==> src/rtl/hash_seq_pkg.sv <==
// hash_seq_pkg: shared states, error codes and block geometry for the hash job sequencer.
package hash_seq_pkg;
  typedef enum logic [2:0] {S_IDLE, S_CFG, S_DATA, S_DIGEST, S_DONE, S_ERR} state_t;
  localparam logic [1:0] ERR_NONE         = 2'd0;
  localparam logic [1:0] ERR_EARLY_LAST   = 2'd1;
  localparam logic [1:0] ERR_MISSING_LAST = 2'd2;
  localparam logic [1:0] ERR_SIZE_TIMEOUT = 2'd3;
  localparam int BLK_SHIFT = 9;
endpackage

==> src/rtl/hash_seq_timeout.sv <==
// hash_seq_timeout: idle-handshake watchdog, used only when HASH_SEQ_TIMEOUT_EN is defined.
module hash_seq_timeout #(
  parameter int CYCLES = 65535
) (
  input  logic HCLK,
  input  logic HRESET,
  input  logic i_run,
  input  logic i_kick,
  output logic o_expired
);
  localparam int W = $clog2(CYCLES + 1);
  logic [W-1:0] r_cnt;
  assign o_expired = i_run & ~i_kick & (r_cnt == W'(CYCLES - 1));
  always_ff @(posedge HCLK or posedge HRESET)
    if (HRESET) r_cnt <= '0;
    else r_cnt <= (!i_run || i_kick || o_expired) ? '0 : r_cnt + 1'b1;
endmodule

==> src/rtl/hash_job_sequencer.sv <==
// hash_job_sequencer: per-message job controller for the SHA-256 engine.
module hash_job_sequencer
  import hash_seq_pkg::*;
#(
  parameter int SIZEWIDTH      = 64,
  parameter int CNTWIDTH       = 16,
  parameter int TIMEOUT_CYCLES = 65535
) (
  input  logic                 HCLK,
  input  logic                 HRESET,
  input  logic [SIZEWIDTH-1:0] job_size,
  input  logic [1:0]           job_scheme,
  input  logic                 job_valid,
  output logic                 job_ready,
  output logic [SIZEWIDTH-1:0] cfg_size,
  output logic [1:0]           cfg_scheme,
  output logic                 cfg_last,
  output logic                 cfg_valid,
  input  logic                 cfg_ready,
  input  logic                 in_pkt_valid,
  input  logic                 in_pkt_ready,
  input  logic                 in_pkt_last,
  input  logic                 out_pkt_valid,
  input  logic                 out_pkt_ready,
  input  logic                 out_pkt_last,
  output logic                 in_req_en,
  output logic                 out_req_en,
  output logic                 busy,
  output logic                 done,
  output logic                 err,
  output logic [1:0]           err_code,
  input  logic                 err_clear,
  output logic [CNTWIDTH-1:0]  pkt_count
);
  localparam logic [SIZEWIDTH:0] MAX_EXP = (SIZEWIDTH + 1)'({CNTWIDTH{1'b1}});
  state_t                r_state, w_next;
  logic [SIZEWIDTH-1:0]  r_size;
  logic [1:0]            r_scheme, r_code, w_code;
  logic [CNTWIDTH-1:0]   r_exp, r_cnt, w_n;
  logic [SIZEWIDTH:0]    w_exp;
  logic                  w_bad, w_in_hs, w_out_hs, w_accept, w_kick, w_to;
  assign w_exp    = ({1'b0, job_size} + (SIZEWIDTH + 1)'(511)) >> BLK_SHIFT;
  assign w_bad    = (job_size == '0) || (w_exp > MAX_EXP);
  assign w_in_hs  = in_pkt_valid & in_pkt_ready;
  assign w_out_hs = out_pkt_valid & out_pkt_ready;
  assign w_accept = (r_state == S_IDLE) & job_valid;
  assign w_n      = r_cnt + 1'b1;
  assign w_kick   = (r_state == S_CFG && cfg_ready) || (r_state == S_DATA && w_in_hs) ||
                    (r_state == S_DIGEST && w_out_hs);
`ifdef HASH_SEQ_TIMEOUT_EN
  hash_seq_timeout #(.CYCLES(TIMEOUT_CYCLES)) u_timeout (
    .HCLK      (HCLK),
    .HRESET    (HRESET),
    .i_run     (busy),
    .i_kick    (w_kick),
    .o_expired (w_to)
  );
`else
  assign w_to = 1'b0 & w_kick;
`endif
  always_comb begin
    w_next = r_state;
    w_code = r_code;
    case (r_state)
      S_IDLE: if (job_valid) begin
        w_next = w_bad ? S_ERR : S_CFG;
        w_code = w_bad ? ERR_SIZE_TIMEOUT : ERR_NONE;
      end
      S_CFG: if (cfg_ready) w_next = S_DATA;
      S_DATA: if (w_in_hs && in_pkt_last) begin
        w_next = (w_n == r_exp) ? S_DIGEST : S_ERR;
        w_code = (w_n == r_exp) ? r_code : ERR_EARLY_LAST;
      end else if (w_in_hs && w_n == r_exp) begin
        w_next = S_ERR;
        w_code = ERR_MISSING_LAST;
      end
      S_DIGEST: if (w_out_hs && out_pkt_last) w_next = S_DONE;
      S_DONE: w_next = S_IDLE;
      S_ERR: if (err_clear) begin
        w_next = S_IDLE;
        w_code = ERR_NONE;
      end
      default: w_next = S_IDLE;
    endcase
    if (w_to) begin
      w_next = S_ERR;
      w_code = ERR_SIZE_TIMEOUT;
    end
  end
  always_ff @(posedge HCLK or posedge HRESET)
    if (HRESET) begin
      r_state  <= S_IDLE;
      r_code   <= ERR_NONE;
      r_size   <= '0;
      r_scheme <= '0;
      r_exp    <= '0;
      r_cnt    <= '0;
    end else begin
      r_state <= w_next;
      r_code  <= w_code;
      if (w_accept) begin
        r_size   <= job_size;
        r_scheme <= job_scheme;
        r_exp    <= w_exp[CNTWIDTH-1:0];
        r_cnt    <= '0;
      end else if (r_state == S_DATA && w_in_hs) r_cnt <= w_n;
    end
  assign job_ready  = r_state == S_IDLE;
  assign cfg_valid  = r_state == S_CFG;
  assign cfg_last   = r_state == S_CFG;
  assign cfg_size   = r_size;
  assign cfg_scheme = r_scheme;
  assign in_req_en  = r_state == S_DATA;
  assign out_req_en = r_state == S_DIGEST;
  assign busy       = (r_state == S_CFG) || (r_state == S_DATA) || (r_state == S_DIGEST);
  assign done       = r_state == S_DONE;
  assign err        = r_state == S_ERR;
  assign err_code   = r_code;
  assign pkt_count  = r_cnt;
endmodule

==> config.mk <==
export PLATFORM = sky130hd
export DESIGN_NAME = hash_job_sequencer
export DESIGN_NICKNAME = d
export VERILOG_FILES = /design/src/rtl/hash_seq_pkg.sv /design/src/rtl/hash_seq_timeout.sv /design/src/rtl/hash_job_sequencer.sv
export SDC_FILE = /design/constraint.sdc
export NUM_CORES = 1
export LEC_CHECK = 0
export CORE_MARGIN = 2
export CORE_UTILIZATION = 52
export DETAILED_ROUTE_END_ITERATION = 6
export HOLD_SLACK_MARGIN = 0.1
export PLACE_DENSITY = 0.95
export SLEW_MARGIN = 10
export SYNTH_ARGS = -nofsm -noshare
export SYNTH_HDL_FRONTEND = slang
export SYNTH_HIERARCHICAL = 1
export SYNTH_SLANG_ARGS = --single-unit
==> constraint.sdc <==
create_clock -name HCLK -period 5.3 [get_ports HCLK]
set_input_delay 1.06 -clock HCLK [delete_from_list [all_inputs] [get_ports HCLK]]
set_output_delay 1.06 -clock HCLK [all_outputs]
set_load 0.01 [all_outputs]
# Word-level counts from Yosys, hierarchy flattened
# Index checks and enable logic that the tools add are counted.
# word_totals
ff_bits	103
latchBits	0
ram_bits	0
mem_bits_ro	0
in_bits	77
word_cells	55
mem_count	0
# classes
addsub	2
multipliers	0
div	0
order_cmp	1
n_eq_ne	12
shift	0
muxes	18
n_bitwise	3
n_reduce_logical	13
# ops
operator	n
$add 64x9->65 const B	1
$logic_not 64->1	1
$gt 56x16->1 const B	1
$mux 16	2
$mux 3	8
$add 16x1->16 const B	1
$eq 16x16->1	1
$pmux 3 s5	1
$mux 2	6
$reduce_and 5->1	2
$eq 3x2->1 const B	2
$eq 3x3->1 const B	2
$ne 2x1->1 const B	3
$pmux 2 s3	1
$logic_and 1x1->1	4
$and 1x1->1	3
$eq 3x1->1 const B	1
$logic_not 3->1	1
$logic_or 1x1->1	3
$ne 3x1->1 const B	1
$ne 3x3->1 const B	1
$reduce_bool 3->1	1
$ne 2x2->1 const B	1
$reduce_bool 2->1	1

# Depth between registers and ports, before layout
# depth
depth_word	6
depth_mapped	10
ltp_nobuf	10

# Least setup slack after synthesis
# OpenSTA, ideal clock, no wires.
# synth_path
kind	input port to flip-flop
start	input port job_size[21]
end	register r_code[0] (netlist: err_code[0])
arrival_ns	3.358
required_time_ns	5.166
slack_ns	1.808
cell_stages	10
path_cell_list	buf_2 > nand4_1 > nor4_4 > nand4_1 > mux2i_1 > or4_1 > nor4_1 > nand4_1 > a2111oi_4 > o22ai_1
# synth_via
elab_chain_cells	6
# synth_rtl
item	line_no	source
start: declaration	hash_job_sequencer.sv:11	input logic [SIZEWIDTH-1:0] job_size,
$add 64x9->65	hash_job_sequencer.sv:42	assign w_exp = ({1'b0, job_size} + (SIZEWIDTH + 1)'(511)) >> BLK_SHIFT;
$gt 56x16->1	hash_job_sequencer.sv:43	assign w_bad = (job_size == '0) || (w_exp > MAX_EXP);
$logic_or 1x1->1 (*)	hash_job_sequencer.sv:43	
$mux 2 (*)	hash_job_sequencer.sv:67	w_code = w_bad ? ERR_SIZE_TIMEOUT : ERR_NONE;
$mux 2 (*)	hash_job_sequencer.sv:65	S_IDLE: if (job_valid) begin
$pmux 2 s3 (*)	hash_job_sequencer.sv:64	case (r_state)
end signal: assignment	hash_job_sequencer.sv:100	r_code <= w_code;
end: declaration	hash_job_sequencer.sv:38	logic [1:0] r_scheme, r_code, w_code;
# Mark *: on every way between the ends. The rest lies on a longest branch, timed or not. The select of a mux whose other input is x is not followed.
# A chain may end at the register's enable or synchronous reset.

# Final worst setup path
# Ends and elaborated chain as after synthesis.

==> reports/results.txt <==
Once routing completed, OpenROAD measured the worst setup slack at 0.900 ns. The number of synthesized flops with an enable pin is 0, and the number of maximum-capacitance violations is 0. The die boundary height works out to 114 um. The start-to-end type of the worst setup path is input pin to register. Entering global routing, the biggest net connects 105 pins. For the initial antenna violation count, the log shows 0.

The floorplan step defined a die boundary enclosing 13100 um2. Before CTS, the worst setup slack after placement is 0.652 ns. The logs give 0.530 for the starting density of the core and 0 ns for the setup TNS. The sum of net half-perimeters after detailed placement is 14000 um. STA classifies the critical path startpoint as an input pin. Setup repair after global routing left no endpoint under its margin. Routability-driven placement finished with a final weighted congestion of 1.07. The number of diodes added for antenna fixing was 0; the placeable core area was 12000 um2. For the hold violation total from the final report, the log shows 0. The tools report the sequential element share of the synthesized area as 0.407. From synthesis to final layout, the design area changed by 31.1%. Global routing finished with a remaining overflow of 0.

After synthesis the netlist holds a flip-flop and latch count of 103. Among all flip-flop cells after synthesis, the most frequent one is dfrtp_1. The H-tree was split into 3 levels. The final max-slew violation count is 0.

The met2 usage in global routing was 0.470; the die boundary width was 114 um. The run gives 0.35 ns as the clock latency on the worst-skew pair. The number of buffers added on ports is 168, and the I/O pin count is 169. The layer with the highest usage after global routing was met2.

The number of gates resized after CTS was 0. Clock-pin slew was measured on the worst setup and hold paths at 0.08 ns. The critical path data arrival time is 4.59 ns. After synthesis the cells add up to 6340 um2. The cell at the root of the clock tree is clkbuf_16. The max-slew headroom at the worst pin was 0.322; the fraction of layout instances using a drive strength above 1 was 0.0575. Timing would allow up to 227 MHz. The first detailed-routing pass took 6 iterations. Number of warnings printed during yosys synthesis: 6. The hold buffer count at CTS came out at 0. The total power density per cell area is 425 nW/um2. Post-CTS timing repair inserted 0 buffers for setup. Setup violations remaining at the end of the flow were counted as 0. The detailed-route vias per instance is 5.88, and the number of placement rows is 40. After synthesis, the mean cell area works out to 8.22 um2. In the synthesized netlist, the number of instances is 771. The transition time at the pin with the least slew margin was 1.01 ns. The run gives 0.373 as the global-route track usage on met1. The run gives 0.00351 uW as the static power due to leakage. The number of distinct library cells after synthesis is 72, and the total global routing track utilization is 0.289.

For this block, the via count after detailed routing is 6282. The tightest hold path in the finished design has a slack of 0.477 ns. The run finished with clean final reports. The number of nets handed over by synthesis was 849. TritonCTS built the clock tree. The run gives 0.279 mV as the peak supply drop. Global-route wire length before repair: 29900 um.

The clock arrives with 0.0139 ns of skew. The residual antenna-violating net count after detailed routing is 0, and the final period utilization is 0.830. The CTS buffer count was 9.

In the final routed layout, each cell accounts on average for 17.5 um. The sort of element at the end of the critical path is a register. For the number of global-route vias before repair, the log shows 5870.

The tightest min-delay check is of the register to register type. The tools report the number of nets in the final layout as 995. The final wirelength was 18700 um.

The tools report the number of DRC markers in iteration 0 as 640. Post-synthesis async set-or-reset flop share: 1.00. The required time reported for the critical path endpoint is 5.49 ns, and the peak fanout along the critical path is 9.

The run gives 0.0704 as the global routing met3 resource utilization. The clock period minus final worst setup slack came out at 4.40 ns. The run gives 0 as the post-route DRC violation count. In this run the deepest clock path goes through 2 buffers. The clock net sink count is 103.
==> worst max-delay path, cell delays in order <==
cell	delay [ns]
clkdlybuf4s50_1	0.65
nand4_1	0.35
nor4_4	0.72
nand3_4	0.18
nor3_1	0.38
nor3b_2	0.28
and3_1	0.18
o21ai_0	0.18
a2111oi_4	0.44
o22ai_1	0.15
==> through the flow <==
| stage | total power [uW] | instance area (um2) | utilization | std cells |
|---|---|---|---|---|
| 6_report | 3530 | 8310 | 0.695 | 1069 |
| 5_1_grt | 3760 | 8310 | 0.695 | 1069 |
| 4_1_cts | 3550 | 8310 | 0.695 | 1069 |
| 3_5_place_dp | 2900 | 8030 | 0.671 | 1053 |
| 3_3_place_gp | 2840 | 8030 | 0.671 | 1053 |
| 2_1_floorplan | 2090 | 6340 | - | 771 |
==> area by class of cell <==
| class | instances | area, um2 |
|---|---|---|
| multi-input cells | 614 | 3470 |
| repair buffers | 177 | 1750 |
| well taps | 147 | 184 |
| clock buffers | 10 | 229 |
| flip-flops and latches | 103 | 2580 |
| fillers | 924 | 3650 |
| inverters | 12 | 47.5 |
| clock inverters | 6 | 53.8 |
==> worst paths after layout <==
| path | startpoint | endpoint | slack, ns | depth (start not counted) |
|---|---|---|---|---|
| min in group asynchronous | HRESET | cfg_size[16] | 1.24 | 2 |
| worst max-delay path | job_size[21] | err_code[0] | 0.90 | 10 |
| worst max register to register | pkt_count[0] | err_code[1] | 1.91 | 10 |
| worst min register to register | cfg_scheme[0] | cfg_scheme[0] | 0.48 | 2 |
| max in group asynchronous | HRESET | cfg_size[10] | 3.09 | 3 |
| worst min-delay path | cfg_scheme[0] | cfg_scheme[0] | 0.48 | 2 |
==> logic make-up after synthesis <==
group	count (synthesis)	synth area share
XOR/XNOR	58	0.0801
adder cells (fa/ha/maj)	1	0.00197
AND/OR/NAND/NOR	451	0.351
AO/OA/AOI/OAI	95	0.0987
flip-flops	103	0.407
multiplexers	9	0.0142
buffers and inverters	54	0.0470
==> power by group <==
group          switching (uW)  internal (uW)
combinational             778            788
sequential                227           1100
clock                     315            327
==> layout by cell type (no fill, tap or decap), types with 3 or more instances in the layout <==
cell	count
clkbuf_16	9
nor3b_1	3
buf_4	9
nor2_1	40
o211ai_1	3
nor4_4	4
a21oi_1	11
o31ai_1	4
clkdlybuf4s50_1	168
nand2_1	250
nor3_1	15
inv_1	11
xor2_1	28
dfrtp_1	103
nand3_1	26
and2_1	5
a22o_1	3
nor4_1	29
nor2b_1	7
and4_1	4
o21ai_0	44
nand4_1	32
mux2i_1	9
a31oi_1	7
and3_1	8
clkinv_4	3
xnor2_1	30
==> synthesized netlist by cell type (12+ instances only) <==
cell type / instances / area share
nand2_1: 251 / 0.15
dfrtp_1: 103 / 0.41
o21ai_0: 44 / 0.035
nor2_1: 40 / 0.024
nand4_1: 32 / 0.032
xnor2_1: 30 / 0.041
nor4_1: 29 / 0.029
xor2_1: 28 / 0.039
nand3_1: 26 / 0.021
clkbuf_1: 21 / 0.012
nor3_1: 15 / 0.012
inv_1: 12 / 0.0071
==> sequential cells by signal, summed over array words and instances (netlist names) <==
register    count
r_exp          16
cfg_scheme      2
r_state         3
cfg_size       64
err_code        2
pkt_count      16
==> per-layer routing <==
metal | part of all wire | routed length (um) | vias up
li1 | - | - | 2948
met1 | 0.40 | 7470 | 2951
met2 | 0.48 | 9010 | 324
met3 | 0.085 | 1590 | 59
met4 | 0.035 | 658 | 0
met5 | 0 | 0 | -
Note: power is estimated with default switching activity, not from simulation.
